==> config.mk <==
export PLATFORM = sky130hd
export DESIGN_NAME = kuznechik_arbiter
export DESIGN_NICKNAME = d
export VERILOG_FILES = /design/src/rtl/kuznechik_pkg.sv /design/src/rtl/kuznechik_rr_pick.sv /design/src/rtl/kuznechik_arbiter.sv
export SDC_FILE = /design/constraint.sdc
export NUM_CORES = 1
export LEC_CHECK = 0
export BUFFER_PORTS_ARGS = -buffer_cell sky130_fd_sc_hd__buf_2
export CAP_MARGIN = 10
export CORE_AREA = 2 2 359 361
export DETAILED_ROUTE_END_ITERATION = 8
export DIE_AREA = 0 0 361 363
export GPL_ROUTABILITY_DRIVEN = 0
export PLACE_DENSITY_LB_ADDON = 0.1
export SLEW_MARGIN = 40
export SYNTH_ARGS = -nofsm -noshare
export SYNTH_HDL_FRONTEND = slang
export SYNTH_HIERARCHICAL = 1
export SYNTH_SLANG_ARGS = --single-unit
==> constraint.sdc <==
create_clock -name clk -period 2.8 [get_ports clk]
set_input_delay 0.28 -clock clk [delete_from_list [all_inputs] [get_ports clk]]
set_output_delay 0.28 -clock clk [all_outputs]
set_load 0.05 [all_outputs]
==> src/rtl/kuznechik_pkg.sv <==
// Shared types for the kuznechik arbiter slice.
//   BLK_W       : cipher block width
//   block_t     : one cipher block
//   arb_state_t : arbiter FSM states
package kuznechik_pkg;

  localparam int BLK_W = 128;

  typedef logic [127:0] block_t;

  typedef enum logic [1:0] {
    ST_IDLE  = 2'd0,
    ST_ISSUE = 2'd1,
    ST_WAIT  = 2'd2,
    ST_RESP  = 2'd3
  } arb_state_t;

endpackage

==> src/rtl/kuznechik_rr_pick.sv <==
// Round-robin picker, purely combinational.
//   req   : request vector
//   ptr   : index with highest priority this round
//   found : any request set
//   idx   : first set bit at or after ptr, wrapping modulo N_REQ
module kuznechik_rr_pick #(
  parameter int N_REQ = 4
) (
  input  logic [N_REQ-1:0]         req,
  input  logic [$clog2(N_REQ)-1:0] ptr,
  output logic                     found,
  output logic [$clog2(N_REQ)-1:0] idx
);

  localparam int IW = $clog2(N_REQ);

  logic [N_REQ-1:0] rot;
  logic [IW-1:0]    off;
  logic [IW:0]      sum;

  // Rotate so bit 0 of rot is requester ptr; a plain priority encode then
  // gives the offset from the pointer.
  assign rot = N_REQ'({req, req} >> ptr);

  always_comb begin
    off = '0;
    for (int i = N_REQ - 1; i >= 0; i--)
      if (rot[i]) off = IW'(i);
  end

  assign found = |req;
  assign sum   = {1'b0, ptr} + {1'b0, off};
  assign idx   = (sum >= (IW+1)'(N_REQ)) ? IW'(sum - (IW+1)'(N_REQ)) : sum[IW-1:0];

endmodule

==> src/rtl/kuznechik_arbiter.sv <==
// Shares one kuznechik_cipher among N_REQ requesters, one block in flight.
//   clk, rst        : clock, synchronous active-high reset (also resets cipher)
//   req_valid_i     : per-requester block pending, held until accepted
//   req_data_i      : per-requester plaintext, slice k for requester k
//   req_accept_o    : one-cycle pulse, plaintext of requester k latched
//   rsp_valid_o     : result ready for requester k, held until acked
//   rsp_data_o      : shared ciphertext
//   rsp_ack_i       : requester k consumed its result
//   cph_*_o/_i      : handshake with the shared cipher
//   grant_o, busy_o : current owner, arbiter not idle
module kuznechik_arbiter #(
  parameter int N_REQ = 4,
  parameter int BLK_W = kuznechik_pkg::BLK_W
) (
  input  logic                        clk,
  input  logic                        rst,
  input  logic [N_REQ-1:0]            req_valid_i,
  input  logic [N_REQ-1:0][BLK_W-1:0] req_data_i,
  output logic [N_REQ-1:0]            req_accept_o,
  output logic [N_REQ-1:0]            rsp_valid_o,
  output logic [BLK_W-1:0]            rsp_data_o,
  input  logic [N_REQ-1:0]            rsp_ack_i,
  output logic [BLK_W-1:0]            cph_data_o,
  output logic                        cph_request_o,
  output logic                        cph_ack_o,
  input  logic [BLK_W-1:0]            cph_data_i,
  input  logic                        cph_valid_i,
  input  logic                        cph_busy_i,
  output logic [$clog2(N_REQ)-1:0]    grant_o,
  output logic                        busy_o
);

  import kuznechik_pkg::*;

  localparam int IW = $clog2(N_REQ);

  arb_state_t       state_q, state_d;
  logic [IW-1:0]    rr_q, grant_q;
  logic [N_REQ-1:0] accept_q, grant_oh;
  logic [BLK_W-1:0] cph_data_q, rsp_data_q;
  logic             pick_found;
  logic [IW-1:0]    pick_idx;
  logic             own_ack;

  kuznechik_rr_pick #(.N_REQ(N_REQ)) u_pick (
    .req   (req_valid_i),
    .ptr   (rr_q),
    .found (pick_found),
    .idx   (pick_idx)
  );

  assign grant_oh = N_REQ'(1) << grant_q;
  // Only the owner's ack counts; other bits are don't-care.
  assign own_ack  = rsp_ack_i[grant_q];

  // State register and datapath latches
  always_ff @(posedge clk) begin
    if (rst) begin
      state_q    <= ST_IDLE;
      rr_q       <= '0;
      grant_q    <= '0;
      accept_q   <= '0;
      cph_data_q <= '0;
      rsp_data_q <= '0;
    end else begin
      state_q  <= state_d;
      accept_q <= '0;
      // Grant and plaintext change only on leaving IDLE, so both stay
      // frozen for the whole block regardless of req_valid_i.
      if (state_q == ST_IDLE && pick_found) begin
        grant_q    <= pick_idx;
        cph_data_q <= req_data_i[pick_idx];
        accept_q   <= N_REQ'(1) << pick_idx;
      end
      if (state_q == ST_WAIT && cph_valid_i)
        rsp_data_q <= cph_data_i;
      if (state_q == ST_RESP && own_ack)
        rr_q <= (grant_q == IW'(N_REQ - 1)) ? '0 : grant_q + 1'b1;
    end
  end

  // Next state
  always_comb begin
    state_d = state_q;
    unique case (state_q)
      ST_IDLE:  if (pick_found)  state_d = ST_ISSUE;
      ST_ISSUE: if (!cph_busy_i) state_d = ST_WAIT;
      ST_WAIT:  if (cph_valid_i) state_d = ST_RESP;
      ST_RESP:  if (own_ack)     state_d = ST_IDLE;
      default:                   state_d = ST_IDLE;
    endcase
  end

  // Outputs
  always_comb begin
    cph_request_o = 1'b0;
    cph_ack_o     = 1'b0;
    rsp_valid_o   = '0;
    unique case (state_q)
      ST_ISSUE: cph_request_o = !cph_busy_i;
      ST_RESP: begin
        rsp_valid_o = grant_oh;
        cph_ack_o   = own_ack;
      end
      default: ;
    endcase
  end

  assign req_accept_o = accept_q;
  assign rsp_data_o   = rsp_data_q;
  assign cph_data_o   = cph_data_q;
  assign grant_o      = grant_q;
  assign busy_o       = (state_q != ST_IDLE);

endmodule

==> metrics.txt, run 1 <==
drt pass-1 iters=5; slew margin rel.=0.608; Vias/cell=roughly 3.6; chip height=363 um; slew of the pin with the lowest slew margin=0.588 ns; clk_skew=0.0124 ns; Worst Path Buf+Inv=2; Synth Warn #=6; Avg Cell Area, Syn=approximately 9.2 um2; commonest non-fill, non-tap cell in the layout=buf_2; # port buffers=slightly above 900; VDD IR-drop max=0.000354 V; Residual DRC=0; P_leak=around 10 nW; Max-Cap Viols=0; die area=around 130000 um2; # rows=131; Critical Path Sink Type=flop; DRT iter0 DRCs=529; clock slew at reported path FFs=0.06 ns; cell taking the most area after synthesis=dfxtp_1; Layout Nets=3078; Synth area leaders=dfxtp_1, mux4_2, nand2_1, a21oi_1, clkbuf_1; delay-heaviest family, CP=flip-flops; CTS tree=yes; Starting Density=0.0989; FF+latch count, synth=roughly 270; PnR worst setup slack=0.166 ns; Pins Over Slew Limit=0; Worst-Skew Late Latency=a little under 0.6 ns; GRT Total Usage=0.135; final wirelength=slightly above 90000 um; Core Footprint=about 130000 um2; Post-DP Area=~20000 um2; Syn Nets=slightly above 2000; Place WS=about 0.038 ns; min Tclk post-route=2.63 ns; clk root buf=clkbuf_16; crit path kind=reg -> reg; largest net degree at the start of global routing=80; maximum root-to-sink buffer count=3; final design utilization=0.175; gr ovfl total=0; vias=around 15000; clock buffer count from CTS=42; RSZ-0062 raised after global routing=false; vias in the first global route=15995; Critical Path, Cell by Cell=o21ai_0 > o211ai_1 > ha_4 > xor2_4 > xnor2_4 > buf_12 > buf_12 > mux4_2 > nand2_1 > a21oi_1; post-synth top area share=0.424; Die X=roughly 360 um; Cell variety after synth=35; power per cell area=between 800 and 900 nW/um2; Final ANT Viol Nets=0; crit-path max FO=25; startpoint type of the worst setup path=flop; CP arrival=a little over 3 ns; initial antenna violation count=roughly 100; max incr delay on CP=0.60 ns; hold slack final=roughly 0.16 ns; Worst path most repeated cell=buf_12; Post-DP HPWL=~76000 um; Final Setup Violations=0; status=finished clean; Crit path required time=between 3 and 4 ns; Critical Path Slowest Stage Cell=dfxtp_1; Final Cycle Share=0.941; Fmax achieved=between 0.3 and 0.4 GHz; Num Clock Sinks=266; final hold vios=0; TNS Setup=0 ns; H-tree depth=2; register area share after synthesis=0.424; I/O pin cnt=between 900 and 1000; Gate Count Post-Synth=between 1000 and 1500; Syn-to-layout area delta=77.1%; Worst Hold Class=in -> reg; WL/cell=between 20 and 25 um; fin area=22200 um2; commonest non-fill, non-tap cells in the layout=buf_2, nand2_1, dfxtp_1; global-route wire length before repair=~120000 um; layout cells sized above 1=0.491; Synth Cell Area=12600 um2
==> metrics by stage <==
step,std cells,total power [W]
floorplan,1361,0.0113
global placement,3902,0.0150
detailed placement,3902,0.0150
CTS,4103,0.0206
global route,4120,0.0212
finish,4128,0.0200
==> registers in the layout, indices dropped and copies added (netlist names) <==
register / count
grant_o: 2
rr_q: 2
cph_data_o: 128
state_q: 2
rsp_data_o: 128
req_accept_o: 4
==> cell type report <==
| class | instances | area [um2] |
|---|---|---|
| Fill cell | 14496 | 105000 |
| Timing Repair Buffer | 1130 | 6770 |
| Multi-Input combinational cell | 968 | 6680 |
| Sequential cell | 266 | 5330 |
| Tap cell | 1662 | 2080 |
| Clock buffer | 66 | 1250 |
| Clock inverter | 7 | 57.6 |
| Antenna cell | 20 | 50.0 |
| Inverter | 9 | 33.8 |
==> Yosys cell counts <==
cell,number
a2111oi_2,1
a211oi_1,1
a21oi_1,261
a31oi_1,1
and2_1,6
and3_1,2
and4_1,1
buf_1,9
buf_2,24
buf_4,6
buf_6,2
buf_8,8
clkbuf_1,69
dfxtp_1,266
ha_1,9
inv_1,9
mux2i_1,5
mux4_2,129
nand2_1,525
nand2b_1,2
nand3b_1,1
nor2_1,4
nor2b_1,1
nor3_1,3
nor3b_1,2
nor4_1,2
nor4b_1,2
o211ai_1,1
o21ai_0,2
o221ai_1,1
o31ai_1,1
or3_1,2
or4_1,1
xnor2_1,1
xor2_1,1
==> logic make-up (layout without fill, tap and decap cells) <==
kind of cell,Yosys count,in the layout,share of synthesized area
and+or+nand+nor,554,554,0.171
AOI/OAI and AO/OA,269,269,0.109
DFF,266,266,0.424
muxes,134,134,0.235
buffers and inverters,127,1212,0.0505
adders and majority gates,9,9,0.00896
xor gates and xnor gates,2,2,0.00139
other,0,20,0
==> worst register-to-register path, cell delays in order (launching register included) <==
cell	delay (ns)
dfxtp_1	0.60
o21ai_0	0.16
o211ai_1	0.19
ha_4	0.21
xor2_4	0.19
xnor2_4	0.19
buf_12	0.21
buf_12	0.25
mux4_2	0.36
nand2_1	0.09
a21oi_1	0.06
==> timing repair <==
item | 4_1_cts | 5_1_grt
hold endpoints to repair | 128 | 0
setup endpoints to repair | 0 | 74
gates resized for setup | 0 | 5
hold buffers | 128 | 0
buffers inserted | 0 | 4
==> worst paths after layout <==
kind                                start                      endpoint  slack (ns)  depth (start not counted)
min                                   rst  cph_data_o[116]$_SDFFE_PP0P_        0.16                          2
max                  rr_q[1]$_SDFFE_PP0P_   cph_data_o[21]$_SDFFE_PP0P_        0.17                         10
min reg2reg  rsp_data_o[105]$_SDFFE_PP0P_  rsp_data_o[105]$_SDFFE_PP0P_        0.45                          2
max reg2reg          rr_q[1]$_SDFFE_PP0P_   cph_data_o[21]$_SDFFE_PP0P_        0.17                         10
==> where the power goes <==
part,internal (W),leakage (nW),switching [W]
Sequential,0.00462,2.17,0.000451
Combinational,0.00305,6.92,0.00670
Clock,0.00306,0.645,0.00211
==> per-layer routing <==
metal,GRT usage,vias to the layer above,routed length (um)
li1,-,6866,-
met1,0.134,7038,32500
met2,0.246,795,47000
met3,0.0607,247,9570
met4,0.0462,68,3250
met5,0,-,442
Note: power is estimated with default switching activity, not from simulation.
==> run 2: changes to the inputs <==
--- a/config.mk
+++ b/config.mk
@@ -5,13 +5,14 @@
 export SDC_FILE = /design/constraint.sdc
 export NUM_CORES = 1
 export LEC_CHECK = 0
-export BUFFER_PORTS_ARGS = -buffer_cell sky130_fd_sc_hd__buf_2
 export CAP_MARGIN = 10
-export CORE_AREA = 2 2 359 361
+export CORE_AREA = 2 2 355 357
 export DETAILED_ROUTE_END_ITERATION = 8
-export DIE_AREA = 0 0 361 363
+export DIE_AREA = 0 0 357 359
+export DONT_BUFFER_PORTS = 1
 export GPL_ROUTABILITY_DRIVEN = 0
 export PLACE_DENSITY_LB_ADDON = 0.1
+export RECOVER_POWER = 25
 export SLEW_MARGIN = 40
 export SYNTH_ARGS = -nofsm -noshare
 export SYNTH_HDL_FRONTEND = slang
==> run 2 against run 1 <==
Against the previous run:
- count of clock-buffer cells in the layout down 3
- core utilization fell by 2.6 points
- critical endpoint is now cph_data_o[4]$_SDFFE_PP0P_
- routed wire length decreased by 3.1%
- sequential power grew 63%
- cell count fell by 20%
- sequential share of layout area is 4.8 points higher
- global-route usage down 0.31 points
- clock skew rose by 0.010 ns
- largest power group is now registers
- non-clock buffer count is 841 lower
- sequential cell count stayed put
- register-to-register slack gained 0.03 ns
==> metrics.txt, run 2 (synthesis results as in run 1) <==
status=finished clean; clock buffer count from CTS=39 (-7.1%); vias=12071 (-20%); VDD IR-drop max=0.000400 V (+13%); Residual DRC=0 (unchanged); Post-DP HPWL=70400 um (-7.5%); GRT Total Usage=0.132 (-0.00314); initial antenna violation count=143 (+39%); RSZ-0062 raised after global routing=false; largest net degree at the start of global routing=151 (+89%); CP arrival=3.06 ns (-0.02 ns); Post-DP Area=14600 um2 (-25%); Vias/cell=3.65 (+0.33%); CTS tree=yes; H-tree depth=2 (unchanged); Die X=357 um (-1.1%); chip height=359 um (-1.1%); layout cells sized above 1=0.157 (-0.334); # port buffers=0 (-100%); Starting Density=0.101 (+0.00193); Syn-to-layout area delta=47.6%; Final Cycle Share=0.928 (-0.0123); vias in the first global route=12150 (-24%); maximum root-to-sink buffer count=3 (unchanged); crit-path max FO=11 (-56%); # rows=130 (-0.76%); die area=128000 um2 (-2.2%); commonest non-fill, non-tap cell in the layout=nand2_1; slew of the pin with the lowest slew margin=0.940 ns (+0.352 ns); Worst Hold Launch=req_data_i[56]; Worst Hold Class=in -> reg; fin area=18500 um2 (-17%); P_leak=6.35 nW (-35%); global-route wire length before repair=114000 um (-8.3%); Crit path required time=3.26 ns (about the same); Critical Path Sink Type=flop; clk root buf=clkbuf_16; clock slew at reported path FFs=0.06 ns (about the same); Layout Nets=2234 (-27%); hold slack final=0.0853 ns (-0.0699 ns); Max-Cap Viols=0 (unchanged); Core Footprint=125000 um2 (-1.9%); Setup crit start=rr_q[0]$_SDFFE_PP0P_; PnR worst setup slack=0.201 ns (+0.0345 ns); clk_skew=0.0228 ns (+0.0104 ns); Num Clock Sinks=266 (unchanged); Final Setup Violations=0 (unchanged); drt pass-1 iters=5 (unchanged); Place WS=0.116 ns (+0.0783 ns); Worst-Skew Late Latency=0.59 ns (about the same); crit path kind=reg -> reg; power per cell area=1010 nW/um2 (+13%); Fmax achieved=0.385 GHz (+1.3%); TNS Setup=0 ns (unchanged); min Tclk post-route=2.60 ns (-0.0345 ns); gr ovfl total=0 (unchanged); Final ANT Viol Nets=0 (unchanged); Filler cells=14223 (-1.9%); WL/cell=27.2 um (+21%); startpoint type of the worst setup path=flop; final hold vios=0 (unchanged); commonest non-fill, non-tap cells in the layout=nand2_1, dfxtp_1, a21oi_1; final wirelength=89900 um (-3.1%); Pins Over Slew Limit=0 (unchanged); DRT iter0 DRCs=667 (+26%); I/O pin cnt=921 (unchanged); reg2reg start=rr_q[0]$_SDFFE_PP0P_; slew margin rel.=0.376 (-0.232)
run 2: cell types whose count changed in the layout (fill, tap and decap cells not counted), moves of 2 or more:
cell | before | now
buf_12 | 19 | 15
buf_16 | 0 | 2
buf_2 | 919 | 0
buf_4 | 62 | 33
clkinvlp_4 | 0 | 3
diode_2 | 20 | 55
dlygate4sd3_1 | 128 | 234
run 2: worst paths after layout:
path              slack, ns  cells past startpoint                     endpoint
hold reg to reg        0.47                      2  cph_data_o[10]$_SDFFE_PP0P_
setup / recovery       0.20                     13   cph_data_o[4]$_SDFFE_PP0P_
setup reg to reg       0.20                     13   cph_data_o[4]$_SDFFE_PP0P_
hold / removal         0.09                      3  cph_data_o[56]$_SDFFE_PP0P_
run 2: power by group:
part           leakage, nW  internal, W  switching (W)  total, W
sequential            2.17      0.00462        0.00365   0.00826
clock                0.622      0.00303        0.00209   0.00512
combinational         3.55      0.00230        0.00311   0.00541
total                 6.35      0.00994        0.00884    0.0188
run 2: worst max-delay path, cell delays in order (launching register included):
cell and delay (ns):
dfxtp_2 0.37, nand2_1 0.11, nor2_1 0.10, o21ai_0 0.09
o211ai_1 0.17, ha_4 0.19, xor2_2 0.23, xnor2_4 0.16
buf_12 0.14, buf_4 0.13, buf_6 0.24, mux4_2 0.39
nand2_1 0.10, a21oi_1 0.06
run 2: layout make-up:
cell class                      instances  area (um2)  share of cell area
Tap cell                             1650        2060               0.111
Antenna cell                           55         138             0.00742
Inverter                                9        33.8             0.00182
Sequential cell                       266        5330               0.287
Clock buffer                           63        1200              0.0646
Timing Repair Buffer                  289        3030               0.163
Clock inverter                          8        87.6             0.00472
Multi-Input combinational cell        968        6670               0.360
run 2: metal layers:
layer / track usage / routed length [um] / vias to the layer above
met5: 0 / 440 / -
met2: 0.237 / 44900 / 781
li1: - / - / 5204
met1: 0.126 / 28600 / 5768
met4: 0.0391 / 3010 / 70
met3: 0.0748 / 12900 / 248
run 2: stage by stage:
step,instances,util,power (W)
after floorplan,1361,-,0.0113
after global placement,2939,0.117,0.0134
after detailed placement,2939,0.117,0.0134
after CTS,3245,0.147,0.0192
after global routing,3277,0.148,0.0199
final,3308,0.149,0.0188
run 2: what timing repair did:
| item | 4_1_cts | 5_1_grt |
|---|---|---|
| hold buffers | 235 | 0 |
| gates resized for setup | 0 | 6 |
| endpoints found under the setup margin | 0 | 45 |
| endpoints found under the hold margin | 265 | 0 |
| setup buffers | 0 | 4 |
